<file path="config.mk">
export PLATFORM = sky130hd
export DESIGN_NAME = snd_cmd_if
export DESIGN_NICKNAME = d
export VERILOG_FILES = /design/src/rtl/snd_cmd_if.sv
export SDC_FILE = /design/constraint.sdc
export NUM_CORES = 1
export LEC_CHECK = 0
export ABC_AREA = 1
export BUFFER_PORTS_ARGS = -buffer_cell sky130_fd_sc_hd__buf_4
export CAP_MARGIN = 20
export CORE_UTILIZATION = 56
export CTS_CLUSTER_SIZE = 40
export DETAILED_ROUTE_END_ITERATION = 10
export PLACE_DENSITY_LB_ADDON = 0.1
export SLEW_MARGIN = 20
export SYNTH_ARGS = -nofsm -noshare
export SYNTH_HDL_FRONTEND = slang
export SYNTH_SLANG_ARGS = --single-unit
</file>
<file path="constraint.sdc">
create_clock -name clk_main -period 2.5 [get_ports clk_main]
set_clock_uncertainty 0.05 [all_clocks]
set_input_delay 0.75 -clock clk_main [delete_from_list [all_inputs] [get_ports clk_main]]
set_output_delay 0.75 -clock clk_main [all_outputs]
set_load 0.03 [all_outputs]
</file>
<file path="src/rtl/snd_cmd_if.sv">
// Sound command interface between the 68k and the sound Z80: fractional Z80
// clock enable, one-deep command latch with overrun flag, and SNDON interrupt.
module snd_cmd_if #(
  parameter int unsigned CE_INC = 179,
  parameter int unsigned CE_MOD = 2400
) (
  input  logic       clk_main,
  input  logic       reset,
  input  logic       snddt_n,
  input  logic [7:0] cpu_din,
  input  logic       sndon,
  output logic       z80_ce,
  input  logic       z80_m1_n,
  input  logic       z80_iorq_n,
  input  logic       z80_latch_rd_n,
  output logic [7:0] z80_cmd,
  output logic       z80_int_n,
  output logic       cmd_full,
  output logic       cmd_ovf
);

  localparam int unsigned ACC_W = $clog2(CE_MOD + CE_INC);

  typedef enum logic {
    IDLE = 1'b0,
    PEND = 1'b1
  } state_t;

  // Fractional clock-enable divider
  logic [ACC_W-1:0] r_acc;
  logic             r_ce;
  logic [ACC_W:0]   w_sum;
  logic [ACC_W:0]   w_sub;
  logic             w_wrap;

  always_comb begin
    w_sum  = {1'b0, r_acc} + CE_INC[ACC_W:0];
    w_sub  = w_sum - CE_MOD[ACC_W:0];
    w_wrap = (w_sum >= CE_MOD[ACC_W:0]);
  end

  always_ff @(posedge clk_main or posedge reset) begin
    if (reset) begin
      r_acc <= '0;
      r_ce  <= 1'b0;
    end else begin
      r_ce  <= w_wrap;
      r_acc <= w_wrap ? w_sub[ACC_W-1:0] : w_sum[ACC_W-1:0];
    end
  end

  // Command latch: the falling edge of snddt_n is registered into r_cap, and the
  // data sampled alongside it is loaded one edge later.
  logic       r_snd_prev;
  logic       r_cap;
  logic [7:0] r_din;
  logic [7:0] r_cmd;
  logic       r_full;
  logic       r_ovf;
  logic       r_rd_prev;
  logic       w_rd_fall;

  assign w_rd_fall = r_ce & r_rd_prev & ~z80_latch_rd_n;

  always_ff @(posedge clk_main or posedge reset) begin
    if (reset) begin
      r_snd_prev <= 1'b1;
      r_cap      <= 1'b0;
      r_din      <= '0;
      r_cmd      <= '0;
      r_full     <= 1'b0;
      r_ovf      <= 1'b0;
      r_rd_prev  <= 1'b1;
    end else begin
      r_snd_prev <= snddt_n;
      r_cap      <= r_snd_prev & ~snddt_n;
      r_din      <= cpu_din;
      if (r_ce) r_rd_prev <= z80_latch_rd_n;
      // A capture takes priority over a simultaneous Z80 read
      if (r_cap) begin
        r_cmd  <= r_din;
        r_full <= 1'b1;
        if (r_full) r_ovf <= 1'b1;
      end else if (w_rd_fall) begin
        r_full <= 1'b0;
      end
    end
  end

  // SNDON interrupt request
  state_t r_state;
  state_t w_state_nxt;
  logic   r_son_prev;
  logic   w_son_rise;
  logic   w_ack;

  assign w_son_rise = sndon & ~r_son_prev;
  assign w_ack      = r_ce & ~z80_m1_n & ~z80_iorq_n;

  always_ff @(posedge clk_main or posedge reset) begin
    if (reset) begin
      r_state    <= IDLE;
      r_son_prev <= 1'b0;
    end else begin
      r_state    <= w_state_nxt;
      r_son_prev <= sndon;
    end
  end

  always_comb begin
    w_state_nxt = r_state;
    case (r_state)
      IDLE: if (w_son_rise) w_state_nxt = PEND;
      PEND: if (w_ack && !w_son_rise) w_state_nxt = IDLE;
      default: w_state_nxt = IDLE;
    endcase
  end

  assign z80_ce    = r_ce;
  assign z80_cmd   = r_cmd;
  assign cmd_full  = r_full;
  assign cmd_ovf   = r_ovf;
  assign z80_int_n = (r_state != PEND);

endmodule

</file>
==> impl_metrics.json, run 1 <==
{
  "synthArstFlopShare_pct": 100,
  "post-dp-hpwl_um": 2560,
  "syn_area_sq_um": 1850,
  "drtPass1Iterations": 4,
  "pre_cts_slack_ps": 288,
  "clkSlewWorstSetupHoldPaths_ps": 110,
  "clock_sinks": 36,
  "synth-compound-area-share_pct": 2.71,
  "synthAdderAreaFrac_pct": 2.03,
  "grt_max_degree": 37,
  "worstPathRequired_ps": 2690,
  "yosysTopAreaCell": "dfrtp_1",
  "rsz0062_at_grt": "no",
  "synth_area_leaders": "dfrtp_1 (46%), nand2_1 (17%), inv_1 (5.3%)",
  "io_buffers": 26,
  "netlist.area_leader.share_pct": 46.0,
  "wl_per_cell_um": 11.2,
  "vias": 1473,
  "maxCapViolations": 0,
  "pin_count": 27,
  "setup_viol": 0,
  "hold_viol_final": 0,
  "die_y_um": 59.5,
  "r2r_cells": 13,
  "ant_nets": 0,
  "layout_common_cells": "nand2_1 (82), dfrtp_1 (34), buf_4 (27), inv_1 (26), nand3_1 (13)",
  "grt-ovfl-total": 0,
  "cts_max_level": 2,
  "worst_slack_ps": 259,
  "power_density_nw_per_um2": 521,
  "setup.worst_path.class": "register to register",
  "status": "finished, final reports clean",
  "fin_crit_sh_pct": 89.6,
  "slew_headroom_pct": 70.8,
  "fin_worst_hold_slack_ps": 387,
  "final_cells": 298,
  "ir_worst_vdd_uv": 270,
  "yosysSeqAreaShare_pct": 48.8,
  "die_x_um": 59.5,
  "cts-root-buf": "clkbuf_4",
  "final.min_clock_period_ps": 2240,
  "grt_pass1_vias": 1325,
  "post_cts.resized_instances": 0,
  "cts_tree": "built",
  "start_util_pct": 59.6,
  "top_register": "r_acc",
  "drtIter0Drc": 55,
  "place_inst": 290,
  "clock_latency_ps": 340,
  "antennaDiodeCount": 0,
  "core_sq_um": 3100,
  "yosysWarnings": 0,
  "crit_fanout": 7,
  "ys_ff_latch": 36,
  "r2r_setup_slack_ps": 260,
  "viasPerCell": 4.94,
  "slew_viol_final": 0,
  "cts-buffers-inserted": 5,
  "cts_max_path_buffers": 2,
  "die_area_sq_um": 3540,
  "gp_congestion": 0.904,
  "antenna_found_initial": 0,
  "hp-class": "register to register",
  "synth_nets": 238,
  "drive_gt1_share_pct": 26.0,
  "synthFlopType": "dfrtp_1",
  "synth_cell_types": 30,
  "holdBufCountCts": 0,
  "fmax_mhz": 446,
  "largest_register_ffs": 12,
  "nets": 271,
  "postCtsSetupRepairBufs": 0,
  "synthMuxAreaShare_pct": 0,
  "synthCells": 220,
  "critical_path_arrival_ps": 2430,
  "synth-edff-count": 0,
  "worstMarginPinSlew_ps": 439,
  "area_delta_synth_final_pct": 18.1,
  "final_common_cell": "nand2_1",
  "rows": 20,
  "holdPathStages": 1,
  "route.detailed.drc": 0,
  "grt_pass1_wl_um": 5760,
  "start_kind": "register",
  "p_leak_nw": 1.19,
  "tns_ps": 0,
  "synth-simple-area-share_pct": 37.2,
  "synth_area_per_cell_sq_um": 8.41,
  "grt_util_all_layers_pct": 22.4,
  "end_kind": "register",
  "wl_um": 3350,
  "synth_xor_area_share_pct": 2.30,
  "synth_top_family_by_area": "simple AND/OR/NAND/NOR gates"
}
-- critical path, cell delays in order, from the launching register on --
cell,delay (ps)
dfrtp_1,460
inv_1,90
ha_1,230
inv_1,120
nand3_2,100
nand2_2,100
xor2_2,80
ha_1,250
o21ai_4,210
nand2_4,90
nand2_8,80
nand3_4,110
nand2_1,90
nand2_1,60
-- area by class of cell --
cell class / instances / area [sq um]
well taps: 44 / 55.1
repair buffers: 27 / 203
clock inverters: 3 / 42.5
fillers: 263 / 920
clock buffers: 5 / 37.5
multi-input cells: 150 / 818
inverters: 33 / 124
flip-flops and latches: 36 / 903
-- synth_stat cells, types with 2 or more instances --
cell type,instances
nand3_4,2
nand2_1,82
nand3_2,2
nand3_1,13
ha_1,3
nor2_2,5
nand2_2,5
nor2_1,10
xor2_1,2
nor3_1,2
a21oi_1,2
dfstp_2,2
inv_2,6
dfrtp_1,34
inv_1,26
o21ai_0,2
nand4_1,6
nand2_4,3
nand3b_1,2
-- cell families (layout without fill, tap and decap cells) --
family                     Yosys count  in the layout
and+or+nand+nor                    136            136
DFF                                 36             36
buffers and inverters               34             68
AOI/OAI and AO/OA                    7              7
xor gates and xnor gates             4              4
adders and majority gates            3              3
-- routing by layer --
metal	vias up	track usage (%)	part of all wire (%)
met4	0	6.46	1.1
met2	38	35.2	46
li1	746	-	-
met3	5	8.30	5.6
met1	684	29.1	47
met5	-	0	0
-- path summary, 6_finish.rpt --
path | start | to
setup reg to reg | r_acc[0] | r_acc[10]
hold / removal | r_son_prev | r_state
max in group asynchronous | reset | r_rd_prev
min in group asynchronous | reset | r_din[4]
setup / recovery | r_acc[0] | r_acc[10]
hold reg to reg | r_son_prev | r_state
-- power by group --
part	internal, mW	leakage [nW]	switching (mW)
clock network	0.208	0.0412	0.197
logic	0.0434	0.721	0.0677
registers	0.610	0.423	0.0125
-- per-stage QoR --
stage	area (sq um)	util, %	power, mW
detailed placement	2100	67.8	0.746
global placement	2100	67.8	0.743
global route	2180	70.4	1.19
finish	2180	70.4	1.14
CTS	2180	70.4	1.15
floorplan	1850	-	0.692
Note: power is estimated with default switching activity, not from simulation.
==> run 2, diff against run 1 <==
- CAP_MARGIN: 20 -> 40
- GPL_TIMING_DRIVEN: unset -> 0
- RECOVER_POWER: unset -> 100
==> impl_metrics.json, run 2 (synthesis gave the netlist of run 1 again) <==
{
  "ir_worst_vdd_uv": 448,
  "setup_viol": 0,
  "rr_startpoint": "r_acc[0]",
  "r2r_setup_slack_ps": 270,
  "r2r-end": "r_acc[10]",
  "power.switching_mw": 0.269,
  "layout_common_cells": "nand2_1 (83), dfrtp_1 (34), inv_1 (26), clkbuf_4 (16), clkbuf_1 (15)",
  "crit_family": "simple AND/OR/NAND/NOR gates",
  "grt_pass1_vias": 1363,
  "start_util_pct": 59.6,
  "critical_path_arrival_ps": 2410,
  "grt_util_all_layers_pct": 21.1,
  "grt_pass1_wl_um": 5460,
  "slew_headroom_pct": 13.3,
  "start_kind": "register",
  "wl_um": 3230,
  "viasPerCell": 4.84,
  "worstMarginPinSlew_ps": 1300,
  "n_fill_cell": 274,
  "die_area_sq_um": 3540,
  "post-route-util_pct": 68.0,
  "core_sq_um": 3100,
  "setup.worst_path.class": "register to register",
  "crit_path_cell_trace": "inv_1 > ha_1 > inv_1 > nand3_2 > nand2_1 > xor2_1 > ha_1 > o21ai_4 > nand2_4 > nand2_8 > nand3_2 > nand2_1 > nand2_1",
  "wl_per_cell_um": 10.8,
  "slowest_stage": "dfrtp_1",
  "pwr-share-seq_pct": 55.6,
  "nets": 271,
  "ant_nets": 0,
  "route.detailed.drc": 0,
  "rows": 20,
  "clock_latency_ps": 330,
  "drive_gt1_share_pct": 19.3,
  "largest_register_ffs": 12,
  "crit_fanout": 7,
  "post-dp-hpwl_um": 2430,
  "slowest_delay_ps": 440,
  "io_buffers": 26,
  "crit_buf_inv": 2,
  "internal-power_mw": 0.846,
  "min_to": "z80_cmd[3]",
  "pin_count": 27,
  "clkSlewWorstSetupHoldPaths_ps": 110,
  "fmax_mhz": 448,
  "crit_cells": 13,
  "worstPathRequired_ps": 2680,
  "final_common_cell": "nand2_1",
  "p_clk_share_pct": 35.8,
  "cts-buffers-inserted": 5,
  "fin_crit_sh_pct": 89.3,
  "final.min_clock_period_ps": 2230,
  "clock_sinks": 36,
  "multi_input_area_sq_um": 801,
  "holdPathStages": 2,
  "die_x_um": 59.5,
  "antennaDiodeCount": 0,
  "gp_congestion": 0.859,
  "end_kind": "register",
  "cts_max_level": 2,
  "path_common_cell": "nand2_1",
  "final_cells": 298,
  "antenna_found_initial": 0,
  "p_leak_nw": 1.13,
  "vias": 1443,
  "rsz0062_at_grt": "no",
  "power_density_nw_per_um2": 529,
  "post_cts.resized_instances": 0,
  "place_inst": 290,
  "tns_ps": 0,
  "combPwrFrac_pct": 8.6,
  "cts_max_path_buffers": 2,
  "r2r_cells": 13,
  "area_delta_synth_final_pct": 14.1,
  "die_y_um": 59.5,
  "cts-root-buf": "clkbuf_4",
  "status": "finished, final reports clean",
  "postCtsSetupRepairBufs": 0,
  "drtPass1Iterations": 4,
  "top_register": "r_acc",
  "hp-class": "register to register",
  "regArea_sq_um": 903,
  "grt_max_degree": 37,
  "holdBufCountCts": 0,
  "slew_viol_final": 0,
  "hold_viol_final": 0,
  "hp-start": "r_din[3]",
  "power.share.switching_pct": 24.1,
  "cts_tree": "built",
  "maxCapViolations": 0,
  "grt-ovfl-total": 0,
  "drtIter0Drc": 59
}
-- run 2: cell types whose count changed in the layout (fill, tap and decap cells not counted) --
cell | before | now
nand2_2 | 5 | 4
nand3_2 | 2 | 3
clkinvlp_4 | 1 | 0
nand3_4 | 2 | 1
xor2_1 | 2 | 3
clkbuf_1 | 0 | 15
xor2_2 | 1 | 0
buf_4 | 27 | 2
nand2_1 | 82 | 83
clkbuf_4 | 5 | 16
-- run 2: worst reg2reg max path, stage by stage, from the launching register on --
cell and delay (ps):
dfrtp_1 440, inv_1 80, ha_1 230, inv_1 130
nand3_2 90, nand2_1 90, xor2_1 100, ha_1 260
o21ai_4 200, nand2_4 90, nand2_8 80, nand3_2 140
nand2_1 100, nand2_1 60
-- run 2: worst max path at each step --
stage                        start         to  slack, ps
after floorplan           r_acc[0]   r_acc[6]        560
after global placement    r_acc[0]   r_acc[5]        350
after detailed placement  r_acc[0]  r_acc[10]        340
after CTS                 r_acc[0]  r_acc[10]        320
after global routing      r_acc[0]  r_acc[10]         90
final                     r_acc[0]  r_acc[10]        270
-- run 2: cell type report --
cell class                 count  area share (%)
clock inverter                 2            1.66
buffer                         1           0.178
multi-input combinational    150            38.0
tap                           44            2.61
clock buffer                   6            1.96
timing repair buffer          26            6.94
inverter                      33            5.87
sequential                    36            42.8
-- run 2: routing by layer --
layer | vias to the layer above | GRT usage (%) | wire length (um)
met3 | 8 | 4.37 | 137
met5 | - | 0 | 0
met2 | 31 | 36.4 | 1520
li1 | 752 | - | -
met4 | 0 | 11.2 | 62
met1 | 652 | 24.5 | 1510
-- run 2: per-stage QoR --
stage               area (sq um)  hold slack (ps)  worst slack (ps)  power [mW]
floorplan                   1850              360               555       0.692
global placement            2100              374               348       0.743
detailed placement          2100              382               338       0.746
CTS                         2180              406               320        1.14
global route                2110              412              92.4        1.16
finish                      2110              403               269        1.12
-- run 2: power by group through the flow --
stage          Combinational, mW  Clock (mW)  Sequential (mW)
6_report                  0.0959       0.399            0.620
3_3_place_gp               0.112           0            0.631
3_5_place_dp               0.114           0            0.632
5_1_grt                    0.107       0.433            0.623
4_1_cts                    0.114       0.409            0.621
2_1_floorplan             0.0276           0            0.665
